===== config.mk =====
export PLATFORM = sky130hd
export DESIGN_NAME = grid_mem_arbiter
export DESIGN_NICKNAME = d
export VERILOG_FILES = /design/src/rtl/grid_pkg.sv /design/src/rtl/grid_clear_seq.sv /design/src/rtl/grid_mem_arbiter.sv
export SDC_FILE = /design/constraint.sdc
export NUM_CORES = 1
export LEC_CHECK = 0
export BUFFER_PORTS_ARGS = -buffer_cell sky130_fd_sc_hd__buf_4
export CAP_MARGIN = 20
export CORE_ASPECT_RATIO = 0.5
export CORE_MARGIN = 8
export CORE_UTILIZATION = 54
export DETAILED_ROUTE_END_ITERATION = 6
export PLACE_DENSITY = 0.84
export RECOVER_POWER = 100
export SYNTH_ARGS = -nofsm -noshare
export SYNTH_HDL_FRONTEND = slang
export SYNTH_SLANG_ARGS = --single-unit

===== constraint.sdc =====
create_clock -name clk -period 3.64 [get_ports clk]
set_input_delay 0.182 -clock clk [delete_from_list [all_inputs] [get_ports clk]]
set_output_delay 0.182 -clock clk [all_outputs]
set_load 0.02 [all_outputs]

===== src/rtl/grid_pkg.sv =====
// Shared constants and types for the Tetris grid RAM arbiter:
// grid geometry, cell codes, clear-FSM states and read-owner tags.
package grid_pkg;

    localparam int GRID_COLS  = 12;
    localparam int GRID_ROWS  = 20;
    localparam int GRID_CELLS = GRID_COLS * GRID_ROWS;

    localparam logic [7:0] LAST_ADDR = 8'(GRID_CELLS - 1);

    typedef enum logic [7:0] {
        CELL_AIR    = 8'd0,
        CELL_I      = 8'd1,
        CELL_O      = 8'd2,
        CELL_T      = 8'd3,
        CELL_S      = 8'd4,
        CELL_Z      = 8'd5,
        CELL_J      = 8'd6,
        CELL_L      = 8'd7,
        CELL_BORDER = 8'd8
    } cell_t;

    localparam logic [7:0] AIR_CODE    = CELL_AIR;
    localparam logic [7:0] BORDER_CODE = CELL_BORDER;

    typedef enum logic [1:0] {
        ST_IDLE,
        ST_CLEAR_WAIT,
        ST_CLEAR,
        ST_DONE
    } clr_state_t;

    typedef enum logic {
        OWN_VID,
        OWN_GAME
    } owner_t;

endpackage


===== src/rtl/grid_clear_seq.sv =====
// Clear sequencer: walks addresses 0..GRID_CELLS-1 with row/col counters
// running alongside, and produces the border/air pattern for each cell.
module grid_clear_seq
    import grid_pkg::*;
(
    input  logic       clk,
    input  logic       reset,
    input  logic       step,
    output logic [7:0] addr,
    output logic [7:0] wdata,
    output logic       last
);

    logic [3:0] col;
    logic [4:0] row;

    // NOTE: clocked state uses non-blocking assignments so every register samples pre-edge values.
    always_ff @(posedge clk or negedge reset) begin
        if (!reset) begin
            addr <= '0;
            col  <= '0;
            row  <= '0;
        end else if (step) begin
            if (last) begin
                addr <= '0;
                col  <= '0;
                row  <= '0;
            end else begin
                addr <= addr + 8'd1;
                if (col == 4'(GRID_COLS - 1)) begin
                    col <= '0;
                    row <= row + 5'd1;
                end else begin
                    col <= col + 4'd1;
                end
            end
        end
    end

    assign last  = (addr == LAST_ADDR);
    assign wdata = (col == 4'd0 || col == 4'(GRID_COLS - 1) || row == 5'(GRID_ROWS - 1))
                   ? BORDER_CODE : AIR_CODE;

endmodule


===== src/rtl/grid_mem_arbiter.sv =====
// Time-slot arbiter for the single-port grid RAM: video reads in even slots,
// game read/write and the clear sequencer in odd slots or during blanking.
module grid_mem_arbiter
    import grid_pkg::*;
(
    input  logic       clk,
    input  logic       reset,
    input  logic       px_en,
    input  logic [7:0] vid_addr,
    output logic [7:0] vid_data,
    input  logic       game_req,
    input  logic       game_we,
    input  logic [7:0] game_addr,
    input  logic [7:0] game_wdata,
    output logic       game_ack,
    output logic [7:0] game_rdata,
    input  logic       clear_start,
    output logic       clear_busy,
    output logic       clear_done,
    output logic [7:0] mem_addr,
    output logic       mem_we,
    output logic [7:0] mem_wdata,
    input  logic [7:0] mem_rdata
);

    clr_state_t state, state_nxt;
    owner_t     rd_owner;
    logic       slot;
    logic       rd_pend, rd_oob, rd_wr;
    logic       eligible, vid_issue, game_issue, clr_step, game_inflight;
    logic [7:0] clr_addr, clr_wdata;
    logic       clr_last;

    grid_clear_seq u_clear_seq (
        .clk   (clk),
        .reset (reset),
        .step  (clr_step),
        .addr  (clr_addr),
        .wdata (clr_wdata),
        .last  (clr_last)
    );

    assign game_inflight = rd_pend && (rd_owner == OWN_GAME);
    assign eligible      = slot || !px_en;
    assign vid_issue     = !slot && px_en;

    // NOTE: every combinational output is defaulted first so no path can infer a latch.
    always_comb begin
        state_nxt  = state;
        game_issue = 1'b0;
        clr_step   = 1'b0;
        clear_busy = 1'b0;
        clear_done = 1'b0;
        mem_addr   = '0;
        mem_we     = 1'b0;
        mem_wdata  = '0;

        case (state)
            ST_IDLE: begin
                if (clear_start)
                    state_nxt = ST_CLEAR_WAIT;
                else if (eligible && game_req && !game_inflight && !game_ack)
                    game_issue = 1'b1;
            end
            ST_CLEAR_WAIT: begin
                clear_busy = 1'b1;
                if (!game_inflight)
                    state_nxt = ST_CLEAR;
            end
            ST_CLEAR: begin
                clear_busy = 1'b1;
                if (eligible) begin
                    clr_step = 1'b1;
                    if (clr_last)
                        state_nxt = ST_DONE;
                end
            end
            ST_DONE: begin
                clear_done = 1'b1;
                state_nxt  = ST_IDLE;
            end
            default: state_nxt = ST_IDLE;
        endcase

        if (vid_issue) begin
            mem_addr = vid_addr;
        end else if (game_issue) begin
            mem_addr  = game_addr;
            mem_we    = game_we && (game_addr <= LAST_ADDR);
            mem_wdata = game_wdata;
        end else if (clr_step) begin
            mem_addr  = clr_addr;
            mem_we    = 1'b1;
            mem_wdata = clr_wdata;
        end

        // RAM controls are held off during reset so an aborted access cannot write.
        if (!reset) begin
            mem_addr  = '0;
            mem_we    = 1'b0;
            mem_wdata = '0;
        end
    end

    always_ff @(posedge clk or negedge reset) begin
        if (!reset) begin
            state      <= ST_IDLE;
            slot       <= 1'b0;
            rd_pend    <= 1'b0;
            rd_owner   <= OWN_VID;
            rd_oob     <= 1'b0;
            rd_wr      <= 1'b0;
            vid_data   <= '0;
            game_ack   <= 1'b0;
            game_rdata <= '0;
        end else begin
            state    <= state_nxt;
            slot     <= ~slot;
            rd_pend  <= vid_issue || game_issue;
            rd_owner <= game_issue ? OWN_GAME : OWN_VID;
            rd_oob   <= game_issue ? (game_addr > LAST_ADDR) : (vid_addr > LAST_ADDR);
            rd_wr    <= game_issue && game_we;
            game_ack <= game_inflight;
            // The owner tag steers the returning RAM word; out-of-range reads return 0.
            if (rd_pend && rd_owner == OWN_VID)
                vid_data <= rd_oob ? 8'd0 : mem_rdata;
            if (game_inflight && !rd_wr)
                game_rdata <= rd_oob ? 8'd0 : mem_rdata;
        end
    end

endmodule

==> results of run 1 <==
-- final timing paths --
check,from,end,cells past startpoint
max,state[0],mem_wdata[4],6
min,game_we,rd_wr,2
max reg2reg,state[0],u_clear_seq.row[2],5
min reg2reg,slot,slot,1
max in group asynchronous,reset,rd_wr,2
min in group asynchronous,reset,u_clear_seq.col[1],2
-- layer usage --
metal | track usage [%] | wire length [µm]
met5 | 0 | 0
met4 | 6.139 | 58
met3 | 5.115 | 358
met2 | 32.37 | 3026
met1 | 19.66 | 2475
-- through the flow --
step | setup slack (ns) | hold slack, ns | utilization (%)
2_1_floorplan | 1.879 | -0.1136 | -
3_3_place_gp | 1.677 | 0.2109 | 70.78
3_5_place_dp | 1.572 | 0.2119 | 70.78
4_1_cts | 1.244 | 0.1132 | 74.08
5_1_grt | 1.012 | 0.1147 | 71.07
6_report | 1.167 | 0.1251 | 71.07
-- Yosys cell counts (2+ instances only) --
master / number
mux2i_1: 5
a31oi_1: 6
buf_2: 4
ha_1: 8
nand2_2: 2
nand2b_1: 10
nand3_1: 14
dfrtp_1: 41
clkbuf_1: 3
nor2_1: 9
nand4_1: 8
a21oi_1: 7
o21ai_0: 34
inv_1: 10
and3_1: 5
xor2_1: 3
buf_1: 2
and2_1: 10
nand2_1: 39
-- critical path, stage by stage (launching register included) --
cell and delay (ns):
dfrtp_1 0.42, inv_1 0.11, ha_1 0.21, nand4_1 0.43
nor2_1 0.41, and2_1 0.17, clkbuf_1 0.24
-- cells by family after synthesis --
group / after synthesis
buffers and inverters: 21
adders and majority gates: 8
AOI/OAI and AO/OA: 55
and+or+nand+nor: 110
muxes: 7
xor gates and xnor gates: 4
DFF: 41
-- registers in the layout, summed over array words and instances (netlist names), 2 cells and up --
| register | count |
|---|---|
| u_clear_seq.row | 5 |
| u_clear_seq.col | 4 |
| u_clear_seq.addr | 8 |
| game_rdata | 8 |
| vid_data | 8 |
| state | 2 |
-- power breakdown --
group          leakage, nW  total (W)  switching, W  internal (W)
clock               0.0574   0.000382      0.000159      0.000223
combinational        0.774   0.000711      0.000468      0.000243
sequential           0.507   0.000712      0.000113      0.000599
total                 1.34    0.00181      0.000741       0.00106
-- area by class of cell --
type | count | area share (%)
Sequential cell | 41 | 36.61
Tap cell | 54 | 2.411
Clock buffer | 6 | 2.946
Inverter | 10 | 1.339
Timing Repair Buffer | 74 | 15.76
Clock inverter | 2 | 1.339
Multi-Input combinational cell | 184 | 39.60
-- repair_timing --
action / CTS / global route
endpoints found under the setup margin: 0 / 0
endpoints found under the hold margin: 41 / 0
hold buffers: 1 / 0
==> flow_metrics.tcl, run 1 <==
set metrics [dict create \
    outcome "finished clean" \
    synth_warnings 0 \
    vdd.ir_drop.worst_mv 0.3978 \
    synth_compound_area_share_pct 13.91 \
    register_area_um2 1026 \
    dp_hpwl_um 4416 \
    avgRoutedWirePerCell_um 15.95 \
    core_um2 3944 \
    via_per_inst 5.496 \
    die_area_um2 6610 \
    hold_viol 0 \
    die_width_um 107.3 \
    start_kind "flop" \
    finalSetupTns_ns 0 \
    netlist.top_cell.by_area "dfrtp_1" \
    drc 0 \
    final_cell_mix "42 x buf_4, 41 x dfrtp_1, 40 x nand2_1" \
    clkTransAtPathRegs_ns 0.08 \
    io_pins 74 \
    die_h_um 61.63 \
    stdcell_count 371 \
    grt_max_degree 51 \
    fin_skew_ns 0.008491 \
    cts_max_level 2 \
    grt_pass1_wl_um 9232 \
    crit_required_ns 3.46 \
    diodes 0 \
    synth_area_leaders "dfrtp_1 46%, o21ai_0 7.6%, nand2_1 6.5%" \
    ys_seq_elements 41 \
    syn_to_final_growth_pct 24.65 \
    setup_viol 0 \
    critPathArrivalTime_ns 2.29 \
    nets 362 \
    grt.total_usage_pct 17.66 \
    synth_top_flop_cell "dfrtp_1" \
    wirelength_um 5919 \
    cts_max_path_buffers 2 \
    synth_xor_area_share_pct 1.558 \
    fin_area_um2 2803 \
    post-cts-setup-buffers 0 \
    yosysUniqueCellTypes 45 \
    period_needed_ns 2.473 \
    cts_resized 0 \
    synth_adder_area_share_pct 4.452 \
    grt-ovfl-total 0 \
    rsz0062_at_grt "false" \
    leakagePower_nw 1.338 \
    yosysTopAreaCellShare_pct 45.63 \
    io_buffer_count 73 \
    synthMuxAreaShare_pct 3.228 \
    slew_headroom_pct 55.02 \
    clock_latency_ns 0.30 \
    start_util_pct 57.01 \
    cts_made_buffers 5 \
    p_total_w 0.001805 \
    fillerInstances 327 \
    synthCells 246 \
    antenna_found_initial 0 \
    vias 2039 \
    cts.sinks 41 \
    placed_area_um2 2791 \
    end_kind "output pin" \
    r2r_slack_ns 1.37 \
    place_inst 362 \
    gp_congestion 0.8441 \
    critPathMaxFanout 12 \
    fin_crit_sh_pct 67.95 \
    ys_seq_area_share_pct 45.63 \
    min_path_type "primary input to flop" \
    synthesis.nets 292 \
    synth_top_family_by_area "simple AND/OR/NAND/NOR gates" \
    fmax_ghz 0.4043 \
    async_flop_share_pct 100.0 \
    synth_simple_gate_area_share_pct 26.32 \
    postRouteAntennaNets 0 \
    multi_input_area_um2 1110 \
    grt_pass1_vias 1982 \
    worst_slew_pin_slew_ns 0.6747 \
    firstDrtPassIters 4 \
    cts_root_buf "clkbuf_8" \
    initialDrtViolationCount 96 \
    avgSynthCellArea_um2 9.140 \
    synth_edf_count 0 \
    max-cap-violations 0 \
    final_common_cell "buf_4" \
    syn_area_um2 2248 \
    drive_gt1_share_pct 19.24 \
    slew_viol_final 0 \
    power.density_nw_per_um2 644.2 \
    tritoncts "built" \
    critPathKind "flop to output pin" \
    num_rows 16 \
]
No activity file was read; power rests on OpenSTA's default activity.
==> run 2, diff against run 1 <==
--- a/config.mk
+++ b/config.mk
@@ -9,9 +9,9 @@
 export CAP_MARGIN = 20
 export CORE_ASPECT_RATIO = 0.5
 export CORE_MARGIN = 8
-export CORE_UTILIZATION = 54
+export CORE_UTILIZATION = 50
 export DETAILED_ROUTE_END_ITERATION = 6
-export PLACE_DENSITY = 0.84
+export PLACE_DENSITY = 0.79
 export RECOVER_POWER = 100
 export SYNTH_ARGS = -nofsm -noshare
 export SYNTH_HDL_FRONTEND = slang
==> constraint.sdc (replaced) <==
create_clock -name clk -period 2.29 [get_ports clk]
set_input_delay 0.1145 -clock clk [delete_from_list [all_inputs] [get_ports clk]]
set_output_delay 0.1145 -clock clk [all_outputs]
set_load 0.02 [all_outputs]
==> run 2 against run 1 <==
- highest routed layer unchanged
- combinational power rose by 67%
- global-route usage fell by 0.36 points
- sequential share of layout area fell by 1.3 points
- largest power group is now combinational cells
- cell count rose by 1.9%
- via count rose by 0.25%
- non-clock buffer count rose by 4
- cell area rose by 3.7%
- first-iteration DRC count rose by 55%
- clock-buffer cell count fell by 1
==> flow_metrics.tcl, run 2 (synthesis results as in run 1) <==
set metrics [dict create \
    cts_made_buffers 5 \
    final_cell_mix "58 x buf_4, 41 x dfrtp_1, 39 x nand2_1" \
    critPathKind "flop to output pin" \
    clock_latency_ns 0.30 \
    cts_max_path_buffers 2 \
    postRouteAntennaNets 0 \
    antenna_found_initial 0 \
    fin_skew_ns 0.003362 \
    vias 2044 \
    nets 366 \
    p_comb_share_pct 39.4 \
    top_regs "game_rdata: 8 flops, u_clear_seq.addr: 8 flops, vid_data: 8 flops" \
    clkTransAtPathRegs_ns 0.08 \
    max-cap-violations 0 \
    final_common_cell "buf_4" \
    slew_viol_final 0 \
    outcome "finished clean" \
    fmax_ghz 0.4591 \
    avgRoutedWirePerCell_um 15.94 \
    grt_pass1_vias 2052 \
    via_per_inst 5.407 \
    grt_max_degree 32 \
    setup_viol 0 \
    start_kind "flop" \
    clockPowerShare_pct 23.2 \
    num_rows 17 \
    crit_required_ns 2.18 \
    critPathMaxFanout 7 \
    p_total_w 0.003029 \
    end_kind "output pin" \
    cts_root_buf "clkbuf_8" \
    vdd.ir_drop.worst_mv 0.4519 \
    grt.total_usage_pct 17.29 \
    initialDrtViolationCount 149 \
    p_sw_w 0.001202 \
    dp_hpwl_um 4557 \
    placed_area_um2 2825 \
    p_seq_share_pct 37.4 \
    gp_congestion 0.8770 \
    hold_viol 0 \
    p_int_w 0.001827 \
    grt-ovfl-total 0 \
    fin_area_um2 2907 \
    worst_slew_pin_slew_ns 0.5225 \
    swShare_pct 39.68 \
    min_path_type "primary input to flop" \
    power.density_nw_per_um2 1042 \
    leakagePower_nw 1.425 \
    die_width_um 110.8 \
    core_um2 4360 \
    drive_gt1_share_pct 24.92 \
    fin_crit_sh_pct 95.11 \
    io_buffer_count 73 \
    die_h_um 63.42 \
    tritoncts "built" \
    cts.sinks 41 \
    io_pins 74 \
    diodes 0 \
    grt_pass1_wl_um 10220 \
    critPathArrivalTime_ns 2.06 \
    syn_to_final_growth_pct 29.27 \
    start_util_pct 51.56 \
    slew_headroom_pct 65.17 \
    die_area_um2 7029 \
    cts_max_level 2 \
    wirelength_um 6025 \
    period_needed_ns 2.178 \
    drc 0 \
    firstDrtPassIters 4 \
]
## run 2: per-layer routing
layer | up-vias | GRT usage (%) | part of all wire (%) | routed length, µm
met4 | 0 | 6.177 | 1.2 | 74
met2 | 55 | 30.13 | 50 | 3031
met5 | - | 0 | 0 | 0
met3 | 6 | 4.438 | 6.0 | 364
met1 | 978 | 20.24 | 42 | 2554
li1 | 1005 | - | - | -
## run 2: final timing paths
kind                          start                  end  slack, ns  cells after the start
min                         game_we                rd_wr       0.06                      2
min in group asynchronous     reset   u_clear_seq.col[2]       0.21                      2
max reg2reg                state[0]  u_clear_seq.addr[5]       0.43                      5
max                        state[0]         mem_wdata[5]       0.11                      6
max in group asynchronous     reset        game_rdata[2]       1.54                      3
min reg2reg                    slot                 slot       0.45                      1
## run 2: what timing repair did
item | in CTS | in global routing
endpoints found under the hold margin | 41 | 0
resized for setup | 0 | 3
endpoints found under the setup margin | 0 | 3
hold buffers | 1 | 0
setup buffers | 0 | 0
## run 2: worst max-delay path, stage by stage (launching register included)
cell and delay [ns]:
dfrtp_1 0.44, inv_1 0.11, ha_1 0.24, nand4_1 0.24, nor2_1 0.40, and2_1 0.20, buf_4 0.14
## run 2: through the flow
| step | setup WS, ns | TNS [ns] | hold WS (ns) | util [%] | cells |
|---|---|---|---|---|---|
| 3_5_place_dp | 0.2788 | 0 | -0.04115 | 64.79 | 369 |
| 4_1_cts | 0.01943 | 0 | 0.04687 | 68.18 | 378 |
| 2_1_floorplan | 0.5965 | 0 | -0.1811 | - | 246 |
| 3_3_place_gp | 0.3695 | 0 | -0.04536 | 64.79 | 369 |
| 6_report | 0.1119 | 0 | 0.06055 | 66.66 | 378 |
| 5_1_grt | -0.0008482 | -0.0008482 | 0.07742 | 66.66 | 378 |
## run 2: final cells by class
cell class                 instances  area (µm²)
multi-input combinational        184        1117
inverter                          10       37.54
clock buffer                       5       68.82
sequential                        41        1026
timing repair buffer              78       516.7
fill                             355        1454
clock inverter                     3       68.82
tap                               57       71.32
## run 2: power groups by stage
stage / Combinational, W / Clock [W] / Sequential [W]
after floorplan: 0.000676 / 0 / 0.00126
after global placement: 0.00126 / 0 / 0.00113
after detailed placement: 0.00131 / 0 / 0.00115
after CTS: 0.00131 / 0.000723 / 0.00113
after global routing: 0.00132 / 0.000747 / 0.00116
final: 0.00119 / 0.000703 / 0.00113
